[config.mk]
export PLATFORM = sky130hd
export DESIGN_NAME = mem_access_ctrl
export DESIGN_NICKNAME = d
export VERILOG_FILES = /design/src/rtl/mem_access_ctrl.sv
export SDC_FILE = /design/constraint.sdc
export NUM_CORES = 1
export LEC_CHECK = 0
export CAP_MARGIN = 15
export CORE_MARGIN = 8
export CORE_UTILIZATION = 44
export CTS_BUF_LIST = sky130_fd_sc_hd__clkbuf_4 sky130_fd_sc_hd__clkbuf_8
export DETAILED_ROUTE_END_ITERATION = 6
export PLACE_DENSITY_LB_ADDON = 0.3
export RECOVER_POWER = 100
export SETUP_SLACK_MARGIN = 0.2
export SLEW_MARGIN = 0
export SYNTH_ARGS = -nofsm -noshare
export SYNTH_HDL_FRONTEND = slang
export SYNTH_SLANG_ARGS = --single-unit
[constraint.sdc]
create_clock -name Clk -period 2.5 [get_ports Clk]
set_clock_uncertainty 0.2 [all_clocks]
set_input_delay 0.5 -clock Clk [delete_from_list [all_inputs] [get_ports Clk]]
set_output_delay 0.5 -clock Clk [all_outputs]
set_load 0.02 [all_outputs]
[src/rtl/mem_access_ctrl.sv]
// MEM-stage data RAM initiator. Loads get lane extraction and extension; sub-word stores use read-modify-write.
// Build macro MISALIGN_TRAP_EN: misaligned half/word accesses skip the RAM and respond with misalign_err.
module mem_access_ctrl #(
    parameter int MEM_LAT = 1
) (
    input  logic        Clk,
    input  logic        Reset,
    input  logic        req_valid,
    output logic        req_ready,
    input  logic        req_write,
    input  logic        req_half,
    input  logic        req_byte,
    input  logic        req_signed,
    input  logic [31:0] req_addr,
    input  logic [31:0] req_wdata,
    output logic        resp_valid,
    output logic [31:0] resp_rdata,
    output logic        misalign_err,
    output logic [31:0] mem_addr,
    output logic        mem_re,
    output logic        mem_we,
    output logic [31:0] mem_wdata,
    input  logic [31:0] mem_rdata
);

    typedef enum logic [1:0] {IDLE, RD, WR, RESP} state_t;

    state_t      state, state_nxt;
    logic [2:0]  lat_cnt;
    logic        op_write, op_half, op_byte, op_signed;
    logic [1:0]  op_lane;
    logic [15:0] op_wdata;
    logic        accept, word_store, misaligned;
    logic [7:0]  rd_byte;
    logic [15:0] rd_half;
    logic [31:0] load_val, merge_val;

    assign accept     = req_valid && (state == IDLE);
    assign word_store = req_write && !req_byte && !req_half;

`ifdef MISALIGN_TRAP_EN
    logic mis_q;

    assign misaligned   = !req_byte && (req_half ? req_addr[0] : (req_addr[1:0] != 2'b00));
    assign misalign_err = (state == RESP) && mis_q;

    always_ff @(posedge Clk) begin
        if (Reset) begin
            mis_q <= 1'b0;
        end else if (accept) begin
            mis_q <= misaligned;
        end
    end
`else
    assign misaligned   = 1'b0;
    assign misalign_err = 1'b0;
`endif

    always_ff @(posedge Clk) begin
        if (Reset) begin
            state <= IDLE;
        end else begin
            state <= state_nxt;
        end
    end

    always_comb begin
        state_nxt  = state;
        req_ready  = 1'b0;
        mem_re     = 1'b0;
        mem_we     = 1'b0;
        resp_valid = 1'b0;
        unique case (state)
            IDLE: begin
                req_ready = 1'b1;
                if (req_valid) begin
                    if (misaligned) begin
                        state_nxt = RESP;
                    end else if (word_store) begin
                        state_nxt = WR;
                    end else begin
                        state_nxt = RD;
                    end
                end
            end
            RD: begin
                mem_re = 1'b1;
                if (lat_cnt == 3'd1) begin
                    state_nxt = op_write ? WR : RESP;
                end
            end
            WR: begin
                mem_we     = 1'b1;
                resp_valid = 1'b1;
                state_nxt  = IDLE;
            end
            RESP: begin
                resp_valid = 1'b1;
                state_nxt  = IDLE;
            end
            default: state_nxt = IDLE;
        endcase
    end

    // Byte access wins over half when both request bits are set.
    always_comb begin
        rd_byte   = mem_rdata[{op_lane, 3'b000} +: 8];
        rd_half   = op_lane[1] ? mem_rdata[31:16] : mem_rdata[15:0];
        load_val  = mem_rdata;
        merge_val = mem_rdata;
        if (op_byte) begin
            load_val = {{24{op_signed & rd_byte[7]}}, rd_byte};
            merge_val[{op_lane, 3'b000} +: 8] = op_wdata[7:0];
        end else if (op_half) begin
            load_val = {{16{op_signed & rd_half[15]}}, rd_half};
            if (op_lane[1]) begin
                merge_val[31:16] = op_wdata;
            end else begin
                merge_val[15:0] = op_wdata;
            end
        end
    end

    always_ff @(posedge Clk) begin
        if (Reset) begin
            lat_cnt    <= 3'd0;
            op_write   <= 1'b0;
            op_half    <= 1'b0;
            op_byte    <= 1'b0;
            op_signed  <= 1'b0;
            op_lane    <= 2'b00;
            op_wdata   <= 16'h0000;
            mem_addr   <= 32'h0;
            mem_wdata  <= 32'h0;
            resp_rdata <= 32'h0;
        end else if (accept) begin
            op_write  <= req_write;
            op_half   <= req_half;
            op_byte   <= req_byte;
            op_signed <= req_signed;
            op_lane   <= req_addr[1:0];
            op_wdata  <= req_wdata[15:0];
            lat_cnt   <= 3'(MEM_LAT);
            mem_addr  <= {req_addr[31:2], 2'b00};
            if (misaligned || word_store) begin
                resp_rdata <= 32'h0;
            end
            if (word_store && !misaligned) begin
                mem_wdata <= req_wdata;
            end
        end else if (state == RD) begin
            lat_cnt <= lat_cnt - 3'd1;
            if (lat_cnt == 3'd1) begin
                if (op_write) begin
                    mem_wdata  <= merge_val;
                    resp_rdata <= 32'h0;
                end else begin
                    resp_rdata <= load_val;
                end
            end
        end
    end

endmodule

==> summary.md <==
| Metric | Value |
|---|---|
| Run status | `complete, no violations` |
| Count of final max-slew check failures | `0` |
| Count of final hold-check violations | `0` |
| Number of maximum-capacitance violations | `0` |
| Largest buffer count on any clock path | `2` |
| Number of sinks handled by clock tree synthesis | `121` |
| Average wire length per cell after detail routing | `19.3 µm` |
| Reg clk slew, reported paths | `0.08 ns` |
| Non-filler cells in the finished layout | `1163` |
| Placeable core region | `14400 µm²` |
| Final critical-path required period | `2.28 ns` |
| # setup viols final | `0` |
| Post-Place Worst Slack | `-0.258 ns` |
| Routed Wire Length | `22400 µm` |
| Post-synthesis to final-layout area growth | `42.9%` |
| Clock tree root driver cell | `clkbuf_8` |
| Antenna violation net count after detailed routing | `0` |
| Syn. warnings | `0` |
| Worst IR drop on VDD | `0.486 mV` |
| Detailed-placement wirelength estimate | `16600 µm` |
| Area of all sequential standard cells | `2430 µm²` |
| Vert. Die Dim | `137 µm` |
| Kind of start point of the critical path | `flip-flop` |
| Final worst-path setup slack | `0.220 ns` |
| Most area-hungry cell type in the Yosys netlist | `dfxtp_1` |
| Leakage power figure | `3.63 nW` |
| Num ports | `204` |
| Setup repair after global routing missed its margin | `false` |
| Maximum number of pins on one net before global-route repair | `65` |
| Initial antenna violation count | `0` |
| Worst hold path depth | `2` |
| Final Cycle Share | `91.2%` |
| Antenna diode count | `0` |
| Fraction of synthesized cell area taken by the top area cell type | `37.8%` |
| Starting Density | `44.5%` |
| Global-route usage over all layers | `23.6%` |
| Placement row count | `44` |
| Number of flip-flops and latches in the synthesized netlist | `121` |
| Overall power of the completed layout | `5.12 mW` |
| Biggest fanout along the worst timing path | `16` |
| Cell area after technology mapping | `6400 µm²` |
| Number of fillers in the final layout | `1256` |
| Synth cell count leaders | `nand2_1 (137), dfxtp_1 (121), a21oi_1 (87), nor2_1 (38), clkbuf_1 (36)` |
| Via density | `5.78` |
| Area taken by multi-input logic gates | `3530 µm²` |
| Worst Setup Path Type | `flip-flop to flip-flop` |
| Most frequent cell after synthesis | `nand2_1` |
| Count of flip-flops with a built-in enable after synthesis | `0` |
| Number of global-route vias before repair | `6438` |
| Layout cell share with drive strength beyond 1 | `12.4%` |
| WP data required | `2.70 ns` |
| Mean instance size in the synthesized netlist | `8.28 µm²` |
| Synth unique cells | `52` |
| I/O Buffers | `200` |
| Headroom to the max-slew limit | `55.3%` |
| Pwr Density | `560 nW/µm²` |
| Global-route wire length before repair | `34200 µm` |
| Total via count after detailed routing | `6719` |
| Register area share after synthesis | `37.8%` |
| Crit path capture type | `flip-flop` |
| Initial drt markers | `593` |
| Async set or reset register ratio after synthesis | `0%` |
| F_max | `0.439 GHz` |
| Chip Width | `137 µm` |
| H-tree lvl count | `4` |
| DRC Markers | `0` |
| Data arrival time of the critical path | `2.48 ns` |
| Path depth of the worst reg2reg path | `6` |
| Clock latency on the worst-skew pair | `0.47 ns` |
| Overall overflow remaining after global route | `0` |
| Number of nets at the end of the flow | `1076` |
| Number of buffers inserted during clock tree synthesis | `17` |
| Worst hold-check path type | `flip-flop to flip-flop` |
| Cell count after synthesis | `773` |
| First-pass detailed-route iteration total | `5` |
| Worst-Margin Slew | `0.671 ns` |
| Placed cell count | `1130` |
| TritonCTS clock tree | `yes` |
| Total die area | `18700 µm²` |
| Final weighted congestion in routability-driven placement | `0.919` |
| Most area-consuming cells after synthesis | `dfxtp_1 (38%), nand2_1 (8.0%), a21oi_1 (6.8%), a221oi_1 (3.7%), mux4_2 (2.8%)` |
| Ys flop type | `dfxtp_1` |
==> flip-flops by register name, summed over array words and instances (netlist names) <==
signal / cells
op_half: 1
state: 2
resp_rdata: 32
op_lane: 2
op_wdata: 16
op_byte: 1
op_signed: 1
lat_cnt: 3
mem_addr: 30
mem_wdata: 32
op_write: 1
==> cells in the final DEF (no fill, tap or decap), drive strengths merged, types with 7 or more instances in the layout <==
cell type      instances
dfxtp                121
a211oi                11
buf                   48
nand3                  9
nor3b                  7
ha                     7
a22o                   9
o2bb2ai                8
nand2                137
nand3b                14
o21ai                 37
a21oi                 88
nor2                  38
o211ai                16
a311oi                16
dlygate4sd3           95
mux4                   8
clkbuf                21
a221oi                27
mux2i                 17
and3                   7
inv                   35
nor3                   7
mux2                  12
clkdlybuf4s50        100
o221ai                16
o41ai                 10
==> where the power goes <==
group	switching (mW)	total, mW	leakage (nW)	internal [mW]
Clock	0.861	1.86	0.191	0.998
Sequential	0.0824	2.11	0.987	2.03
Combinational	0.633	1.15	2.45	0.516
Total	1.58	5.12	3.63	3.54
==> repair_timing <==
action,in CTS,in global routing
endpoints found under the setup margin,20,29
hold buffers,0,0
buffers inserted,0,1
resized for setup,6,5
pin swaps,0,1
endpoints found under the hold margin,0,0
==> worst max-delay path, cell delays in order, from the launching register on <==
cell,delay (ns)
dfxtp_1,0.33
inv_1,0.06
ha_1,0.18
and4bb_1,0.24
a21oi_1,0.32
nor2b_2,0.64
a22o_1,0.25
==> worst paths after layout <==
kind / start / to / slack (ns)
hold reg to reg: mem_addr[29] / mem_addr[29] / 0.25
setup reg to reg: lat_cnt[1] / resp_rdata[7] / 0.22
setup / recovery: lat_cnt[1] / resp_rdata[7] / 0.22
hold / removal: mem_addr[29] / mem_addr[29] / 0.25
==> layer usage <==
layer	vias up	global-route usage [%]	wire, µm
met5	-	0	0
met4	0	9.64	649
met3	63	9.69	2870
met2	378	35.8	10000
met1	3084	29.1	8900
li1	3194	-	-
==> per-stage QoR <==
| step | util, % | setup TNS, ns | cell area [µm²] | hold slack [ns] |
|---|---|---|---|---|
| 2_1_floorplan | - | 0 | 6440 | 0.240 |
| 5_1_grt | 63.6 | 0 | 9140 | 0.273 |
| 3_3_place_gp | 60.6 | -2.52 | 8710 | 0.240 |
| 6_report | 63.6 | 0 | 9140 | 0.252 |
| 3_5_place_dp | 60.6 | -3.84 | 8710 | 0.246 |
| 4_1_cts | 63.5 | 0 | 9130 | 0.254 |
==> layout make-up <==
type | count | share of cell area [%]
clock inverters | 14 | 1.92
inverters | 34 | 1.40
repair buffers | 250 | 26.3
multi-input cells | 542 | 38.7
clock buffers | 18 | 2.64
well taps | 184 | 2.52
flip-flops and latches | 121 | 26.5
==> logic make-up (layout without fill, tap and decap cells) <==
logic type,after synthesis,in the layout,share of synthesized area [%]
mux,37,37,7.59
fa+ha+maj,7,7,1.37
other cells,1,3,0.0586
simple gates,241,241,17.5
compound gates,252,252,27.7
buf+inv,112,316,7.66
flops,121,121,37.8
xor+xnor,2,2,0.274
Power figures use the tool's default switching activity.
